$ cat config.mk
export PLATFORM = sky130hd
export DESIGN_NAME = mips_multicycle_control
export DESIGN_NICKNAME = d
export VERILOG_FILES = /design/src/rtl/mips_multicycle_control.sv
export SDC_FILE = /design/constraint.sdc
export NUM_CORES = 1
export LEC_CHECK = 0
export BUFFER_PORTS_ARGS = -buffer_cell sky130_fd_sc_hd__buf_2
export CAP_MARGIN = 20
export CORE_UTILIZATION = 33
export CTS_BUF_LIST = sky130_fd_sc_hd__clkbuf_16
export CTS_CLUSTER_SIZE = 40
export DETAILED_ROUTE_END_ITERATION = 10
export MAX_ROUTING_LAYER = met4
export PLACE_DENSITY = 0.65
export RECOVER_POWER = 50
export SETUP_SLACK_MARGIN = 0.02
export SLEW_MARGIN = 20
export SYNTH_ARGS = -nofsm -noshare
export SYNTH_HDL_FRONTEND = slang
export SYNTH_SLANG_ARGS = --single-unit
$ cat constraint.sdc
create_clock -name clock -period 2.44 [get_ports clock]
set_clock_uncertainty 0.2 [all_clocks]
set_input_delay 0.122 -clock clock [delete_from_list [all_inputs] [get_ports clock]]
set_output_delay 0.122 -clock clock [all_outputs]
set_load 0.005 [all_outputs]
$ cat src/rtl/mips_multicycle_control.sv
// Multicycle MIPS main control: Moore FSM sequencing fetch/decode/execute/
// memory/write-back. It drives the datapath controls from the current state
// and keeps a retired-instruction counter.
module mips_multicycle_control #(
  parameter int unsigned CNT_W           = 32,
  parameter bit          HALT_ON_ILLEGAL = 1'b1
) (
  input  logic             clock,
  input  logic             reset,
  input  logic [5:0]       opcode,
  output logic [1:0]       ALUOp,
  output logic [1:0]       ALUSrcB,
  output logic [1:0]       PCSource,
  output logic             RegDst,
  output logic             MemtoReg,
  output logic             MemRead,
  output logic             MemWrite,
  output logic             IorD,
  output logic             RegWrite,
  output logic             IRWrite,
  output logic             PCWrite,
  output logic             PCWriteCond,
  output logic             ALUSrcA,
  output logic [3:0]       state,
  output logic             halt,
  output logic [CNT_W-1:0] instr_count
);

  localparam logic [5:0] OP_RTYPE = 6'b000000;
  localparam logic [5:0] OP_J     = 6'b000010;
  localparam logic [5:0] OP_BEQ   = 6'b000100;
  localparam logic [5:0] OP_LW    = 6'b100011;
  localparam logic [5:0] OP_SW    = 6'b101011;

  typedef enum logic [3:0] {
    S_FETCH    = 4'd0,
    S_DECODE   = 4'd1,
    S_MEMADDR  = 4'd2,
    S_MEMREAD  = 4'd3,
    S_MEMWB    = 4'd4,
    S_MEMWRITE = 4'd5,
    S_EXECUTE  = 4'd6,
    S_RTYPEWB  = 4'd7,
    S_BRANCH   = 4'd8,
    S_JUMP     = 4'd9,
    S_HALT     = 4'd10
  } state_t;

  typedef struct packed {
    logic [1:0] alu_op;
    logic [1:0] alu_src_b;
    logic [1:0] pc_source;
    logic       reg_dst;
    logic       mem_to_reg;
    logic       mem_read;
    logic       mem_write;
    logic       i_or_d;
    logic       reg_write;
    logic       ir_write;
    logic       pc_write;
    logic       pc_write_cond;
    logic       alu_src_a;
    logic       halt;
  } ctrl_t;

  state_t           state_q, state_d;
  ctrl_t            ctrl_q;
  ctrl_t            ctrl_c;
  logic [CNT_W-1:0] count_q;
  logic             retire_c;

  // Moore output table: control word for a given state.
  function automatic ctrl_t decode_ctrl(input state_t s);
    ctrl_t c;
    c = '0;
    case (s)
      S_FETCH: begin
        c.mem_read  = 1'b1;
        c.ir_write  = 1'b1;
        c.pc_write  = 1'b1;
        c.alu_src_b = 2'b01;
      end
      S_DECODE:   c.alu_src_b = 2'b11;
      S_MEMADDR: begin
        c.alu_src_a = 1'b1;
        c.alu_src_b = 2'b10;
      end
      S_MEMREAD: begin
        c.mem_read = 1'b1;
        c.i_or_d   = 1'b1;
      end
      S_MEMWB: begin
        c.reg_write  = 1'b1;
        c.mem_to_reg = 1'b1;
      end
      S_MEMWRITE: begin
        c.mem_write = 1'b1;
        c.i_or_d    = 1'b1;
      end
      S_EXECUTE: begin
        c.alu_src_a = 1'b1;
        c.alu_op    = 2'b10;
      end
      S_RTYPEWB: begin
        c.reg_dst   = 1'b1;
        c.reg_write = 1'b1;
      end
      S_BRANCH: begin
        c.alu_src_a     = 1'b1;
        c.pc_write_cond = 1'b1;
        c.alu_op        = 2'b01;
        c.pc_source     = 2'b01;
      end
      S_JUMP: begin
        c.pc_write  = 1'b1;
        c.pc_source = 2'b10;
      end
      S_HALT:     c.halt = 1'b1;
      default:    c = '0;
    endcase
    return c;
  endfunction

  // Next-state and retire decision; opcode only matters in DECODE/MEMADDR.
  always_comb begin
    state_d  = state_q;
    retire_c = 1'b0;
    case (state_q)
      S_FETCH:   state_d = S_DECODE;
      S_DECODE: begin
        case (opcode)
          OP_LW, OP_SW: state_d = S_MEMADDR;
          OP_RTYPE:     state_d = S_EXECUTE;
          OP_BEQ:       state_d = S_BRANCH;
          OP_J:         state_d = S_JUMP;
          default: begin
            if (HALT_ON_ILLEGAL) begin
              state_d = S_HALT;
            end else begin
              state_d  = S_FETCH;
              retire_c = 1'b1;
            end
          end
        endcase
      end
      S_MEMADDR: begin
        if (opcode == OP_LW) begin
          state_d = S_MEMREAD;
        end else if (opcode == OP_SW) begin
          state_d = S_MEMWRITE;
        end else begin
          // Opcode changed under us: abandon the instruction unretired.
          state_d = S_FETCH;
        end
      end
      S_MEMREAD: state_d = S_MEMWB;
      S_EXECUTE: state_d = S_RTYPEWB;
      S_MEMWB, S_MEMWRITE, S_RTYPEWB, S_BRANCH, S_JUMP: begin
        state_d  = S_FETCH;
        retire_c = 1'b1;
      end
      S_HALT:    state_d = S_HALT;
      default:   state_d = S_FETCH;
    endcase
  end

  // State, registered control word and retire counter; reset wins over retire.
  always_ff @(posedge clock or posedge reset) begin
    if (reset) begin
      state_q <= S_FETCH;
      ctrl_q  <= decode_ctrl(S_FETCH);
      count_q <= '0;
    end else begin
      state_q <= state_d;
      ctrl_q  <= decode_ctrl(state_d);
      if (retire_c) begin
        count_q <= count_q + CNT_W'(1);
      end
    end
  end

  // Force every control low while reset is held so no PC/IR write can occur.
  always_comb begin
    ctrl_c = reset ? '0 : ctrl_q;
  end

  assign ALUOp       = ctrl_c.alu_op;
  assign ALUSrcB     = ctrl_c.alu_src_b;
  assign PCSource    = ctrl_c.pc_source;
  assign RegDst      = ctrl_c.reg_dst;
  assign MemtoReg    = ctrl_c.mem_to_reg;
  assign MemRead     = ctrl_c.mem_read;
  assign MemWrite    = ctrl_c.mem_write;
  assign IorD        = ctrl_c.i_or_d;
  assign RegWrite    = ctrl_c.reg_write;
  assign IRWrite     = ctrl_c.ir_write;
  assign PCWrite     = ctrl_c.pc_write;
  assign PCWriteCond = ctrl_c.pc_write_cond;
  assign ALUSrcA     = ctrl_c.alu_src_a;
  assign halt        = ctrl_c.halt;
  assign state       = state_q;
  assign instr_count = count_q;

endmodule

== After elaboration in Yosys (flattened, before gate mapping) ==
Cells that the tools add are included.
Word-level totals
  memories: 0
  register bits: 53
  memory bits (read-only): 0
  word-level logic and storage cells: 71
  bits in writable memories: 0
  latch bits: 0
Operators by class
  divide/modulo/power cells: 0
  multiply operators: 0
  $lt $le $gt $ge: 0
  bitwise operators: 0
  shift operators: 0
  reductions and logical operators: 10
  add/sub/neg operators: 1
  muxes and demuxes: 20
  eq/ne operators: 24
Operators by type and width (count)
  32-bit by 1-bit adder with 32-bit output (second input constant): 1
  4-bit by 3-bit == test with 1-bit output (second input constant): 8
  4-bit == test (second input constant): 6
  4-bit case mux with 6 select lines: 1
  17-bit two-way mux: 1
  4-bit by 2-bit == test with 1-bit output (second input constant): 4
  4-bit case mux with 4 select lines: 1
  6-bit == test (second input constant): 2
  1-bit two-way mux: 12
  2-bit OR reduction: 5
  4-bit by 1-bit == test with 1-bit output (second input constant): 2
  4-bit logical NOT: 2
  2-bit case mux with 2 select lines: 2
  6-bit by 2-bit == test with 1-bit output (second input constant): 1
  6-bit by 3-bit == test with 1-bit output (second input constant): 1
  6-bit logical NOT: 1
  3-bit two-way mux: 2
  2-bit case mux with 3 select lines: 1
  5-bit OR reduction: 1
  3-bit OR reduction: 1

== Logic depth before layout (Yosys ltp) ==
  word-level depth: 7
  depth in mapped cells: 6

== Least setup slack after synthesis ==
Ideal clock, no wire load.
  kind: register to register
  from: reg state_q[2] (netlist: state[2])
  to: reg count_q[13] (netlist: instr_count[13])
  data arrival time: 1.922 ns
  period minus slack after synthesis: 2.201 ns
  cell stages (with the launch flop): 7
  setup time: 0.079 ns
  path buffers: 1
  path slack: 0.239 ns
  path through: dfrtp_1 buf_4 or2b_2 o22a_4 or4_4 nor2_1 xor2_1
Between the ends
  cells in the longest elaborated chain, start to end: 3
  elaborated cells on any way between the ends: 7
  those cells by class: eq/ne: 5; mux: 1; reduce/logical: 1
Ends and longest elaborated chain
  start, declared: RTL line 66  | state_t state_q, state_d;
  start signal, assigned: RTL line 174  | state_q <= state_d;
  4-bit by 3-bit == test with 1-bit output / 4-bit == test (equally long branches): RTL line 128  | case (state_q)
  5-bit OR reduction (*): RTL line 128
  1-bit two-way mux (*)
  end signal, assigned: RTL line 177  | count_q <= count_q + CNT_W'(1);
  end, declared: RTL line 69  | logic [CNT_W-1:0] count_q;
Mark *: on every way between the ends. The rest lies on a longest branch, timed or not.
A chain may end at the register's enable or synchronous reset.

== Worst setup path after layout ==
  from: in opcode[3]
  to: reg ctrl_q[1] (netlist bit)
Between the ends
  cells in the longest elaborated chain, start to end: 7
  elaborated cells on any way between the ends: 15
  those cells by class: eq/ne: 7; mux: 5; reduce/logical: 3
Ends and longest elaborated chain
  start, declared: RTL line 10  | input logic [5:0] opcode,
  6-bit == test (on tied branches): RTL line 131, 147, 149
  2-bit OR reduction / 3-bit two-way mux (equally long branches)
  4-bit case mux with 4 select lines / 3-bit two-way mux (equally long branches): RTL line 131, 147
  4-bit case mux with 6 select lines (*): RTL line 128
  4-bit == test, or another cell as far along: RTL line 76  | case (s)
  3-bit OR reduction (no line) (*)
  1-bit two-way mux (*): RTL line 76
  end signal, assigned: RTL line 171  | ctrl_q <= decode_ctrl(S_FETCH);
  end signal, assigned: RTL line 175  | ctrl_q <= decode_ctrl(state_d);
  end, declared: RTL line 67  | ctrl_t ctrl_q;
Marked as above.

==> results.md <==
- Hold Path Origin: opcode[0]
- N_diodes: 0
- Die ar.: 7740 um2
- Rows: 30
- R2R setup slack: 0.16 ns
- Layout overhead on the synthesized area: 25.2%
- Fraction of registers with async set/reset: between 90% and 100%
- Max-slew violation count: 0
- Starting Density: a little over a third
- H-tree Lvls: 2
- Clock Tree Buf Depth: 2
- Syn nets: approximately 240
- Setup crit start kind: primary input
- Die X-Extent: between 80 and 90 um
- Final nets: 310
- Routability Congestion: 0.827
- Routed wire length: 4.99 mm
- Detailed Place HPWL: 3.72 mm
- Setup bufs post-CTS: 0
- Crit path max fanout: 6
- Post-synthesis sequential element count: around 50
- Num Clock Sinks: between 50 and 60
- Top cells by count, synth: dfrtp_1, nand2_1, xnor2_1
- CP Class: primary input to flip-flop
- Top-count cell post-synth: dfrtp_1
- Final Hold Vio Count: 0
- Worst vdd ir: 0.387 mV
- Vias in the first global route: 1,740
- DRC: 0
- Share of cells above drive strength 1: 23.5%
- Clock Tree Root: clkbuf_16
- WHS Endpoint: ctrl_q[6]
- Vias/cell: 4.63
- Pwr dens: 880 nW/um2
- Drt initial violations: 73
- GRT Util Overall: 14.4%
- WL per Instance: 12.5 um
- Mapped Avg Cell Area: 10.7 um2
- Synth area leaders: dfrtp_1, xnor2_1, dfstp_2, xor2_1, nor2b_1
- Die height: 88.0 um
- CP endpoint kind: flip-flop
- Tmin final: 2.33 ns
- Grt total ovfl: 0
- Fill cells: 749
- Hold slack final: ~0.022 ns
- Number of synthesized flops with an enable pin: 0
- IO Port Bufs: 60
- Core footprint: 6980 um2
- Crit Reg-Reg Endpoint: ctrl_q[12]
- Synthesized instance count: 228
- Fmax: about 0.43 GHz
- CTS Buf Count: 5
- Outcome: finished clean
- Routed Antenna Nets: 0
- TritonCTS clock tree: built
- Mapped cell area: 2440 um2
- Yosys top cell area share: 48.2%
- Via count: 1,843
- Worst r2r src: state[2]
- Setup TNS: 0 ns
- Worst-Margin Slew: 1.23 ns
- Top Ports: 61
- Yosys warns: 0
- Pin count of the biggest net entering global routing: 52
- Hold-critical path depth: 3
- Clk slew on worst S/H paths: 0.06 ns
- Synth unique cells: 49
- Leak: 1.46 nW
- Setup Viol. Count Final: 0
- Seq/Total Area, Yosys: a little over half
- Post-synth top area cell: dfrtp_1
- Worst R2R Path Depth: 4
- Req. time, crit path: about 2.4 ns
- RSZ-0062 raised after global routing: false
- DR pass1 iterations: 4
- Slew HR: 17.9%
- CP arrival: 2.33 ns
- Hold Crit Class: primary input to flip-flop
- First-pass GRT wire length: 8.32 mm
- Max Cap Viol: 0
- Top FF cell, synth: dfrtp_1
- Tcrit/Tclk final: 95.5%
- Initial antenna violation count: 0
- Worst skew pair latency: ~0.28 ns
-- per-layer routing --
layer / track usage, % / vias up / wire, um
li1: - / 914 / -
met1: 19.6 / 894 / 2400
met2: 21.0 / 33 / 2340
met3: 3.39 / 2 / 211
met4: 4.62 / 0 / 41
met5: - / - / 0
-- power by group --
part           total (mW)  internal (mW)  switching [mW]  leakage [nW]
Sequential           1.09           1.01          0.0819         0.684
Clock               0.795          0.487           0.308        0.0804
Combinational       0.805          0.352           0.453         0.697
-- cell families (layout without fill, tap and decap cells) --
family / count (synthesis) / after routing / synth area share, %
simple gates: 111 / 111 / 26.9
flops: 51 / 51 / 52.5
xor+xnor: 33 / 33 / 11.8
buf+inv: 17 / 91 / 3.54
fa+ha+maj: 1 / 1 / 0.512
compound gates: 15 / 15 / 4.77
-- flip-flops by register name (all words and copies together), names as in the netlist --
| signal | count |
|---|---|
| ctrl_q | 15 |
| state | 4 |
| instr_count | 32 |
-- cell type report --
class	count	area (um2)	area share, %
clock inverters	3	46.3	1.52
repair buffers	72	355	11.6
clock buffers	5	125	4.10
inverters	11	41.3	1.35
multi-input cells	160	1090	35.5
flip-flops and latches	51	1280	41.9
well taps	96	120	3.93
-- critical path: stages --
cell and delay (ns):
dlygate4sd3_1 0.54, buf_2 0.16, or4_1 0.56, or3_1 0.40, a31oi_2 0.30, nor2_1 0.10
nor3_1 0.14
-- worst max path at each step --
| stage | end | depth (start not counted) | slack, ns | startpoint |
|---|---|---|---|---|
| 2_1_floorplan | instr_count[13] | 6 | 0.24 | state[2] |
| 6_report | ctrl_q[1] | 7 | 0.11 | opcode[3] |
| 5_1_grt | ctrl_q[1] | 7 | 0.04 | opcode[3] |
| 3_5_place_dp | instr_count[29] | 5 | 0.19 | instr_count[4] |
| 4_1_cts | ctrl_q[1] | 7 | 0.07 | opcode[3] |
| 3_3_place_gp | instr_count[29] | 5 | 0.24 | instr_count[4] |
-- cell usage in the layout, fill, tap and decap left out, types with 3 or more instances in the layout --
cell type,netlist,final
buf_2,0,38
buf_4,4,3
clkbuf_1,1,24
clkbuf_16,0,5
dfrtp_1,47,47
dfstp_2,4,4
dlygate4sd3_1,0,4
inv_1,11,10
nand2_1,24,24
nand2b_1,3,3
nand3_1,8,8
nand4_1,8,8
nor2_1,19,19
nor2b_1,15,15
nor3_1,4,4
o21ai_0,3,3
xnor2_1,22,22
xor2_1,11,11
-- repair_timing --
item	in CTS	in global routing
endpoints found under the setup margin	0	2
gates resized for setup	0	2
hold buffers	4	0
hold endpoints to repair	50	0
-- through the flow --
| step | total power, mW | std cells | util (%) | setup slack [ns] | area (um2) |
|---|---|---|---|---|---|
| after CTS | 2.75 | 398 | 44.2 | 0.0683 | 3090 |
| after detailed placement | 1.93 | 386 | 41.2 | 0.186 | 2880 |
| after floorplan | 1.66 | 228 | - | 0.239 | 2440 |
| final | 2.69 | 398 | 43.8 | 0.111 | 3060 |
| after global routing | 2.88 | 398 | 43.8 | 0.0384 | 3060 |
| after global placement | 1.91 | 386 | 41.2 | 0.239 | 2880 |
Power figures use the tool's default switching activity.
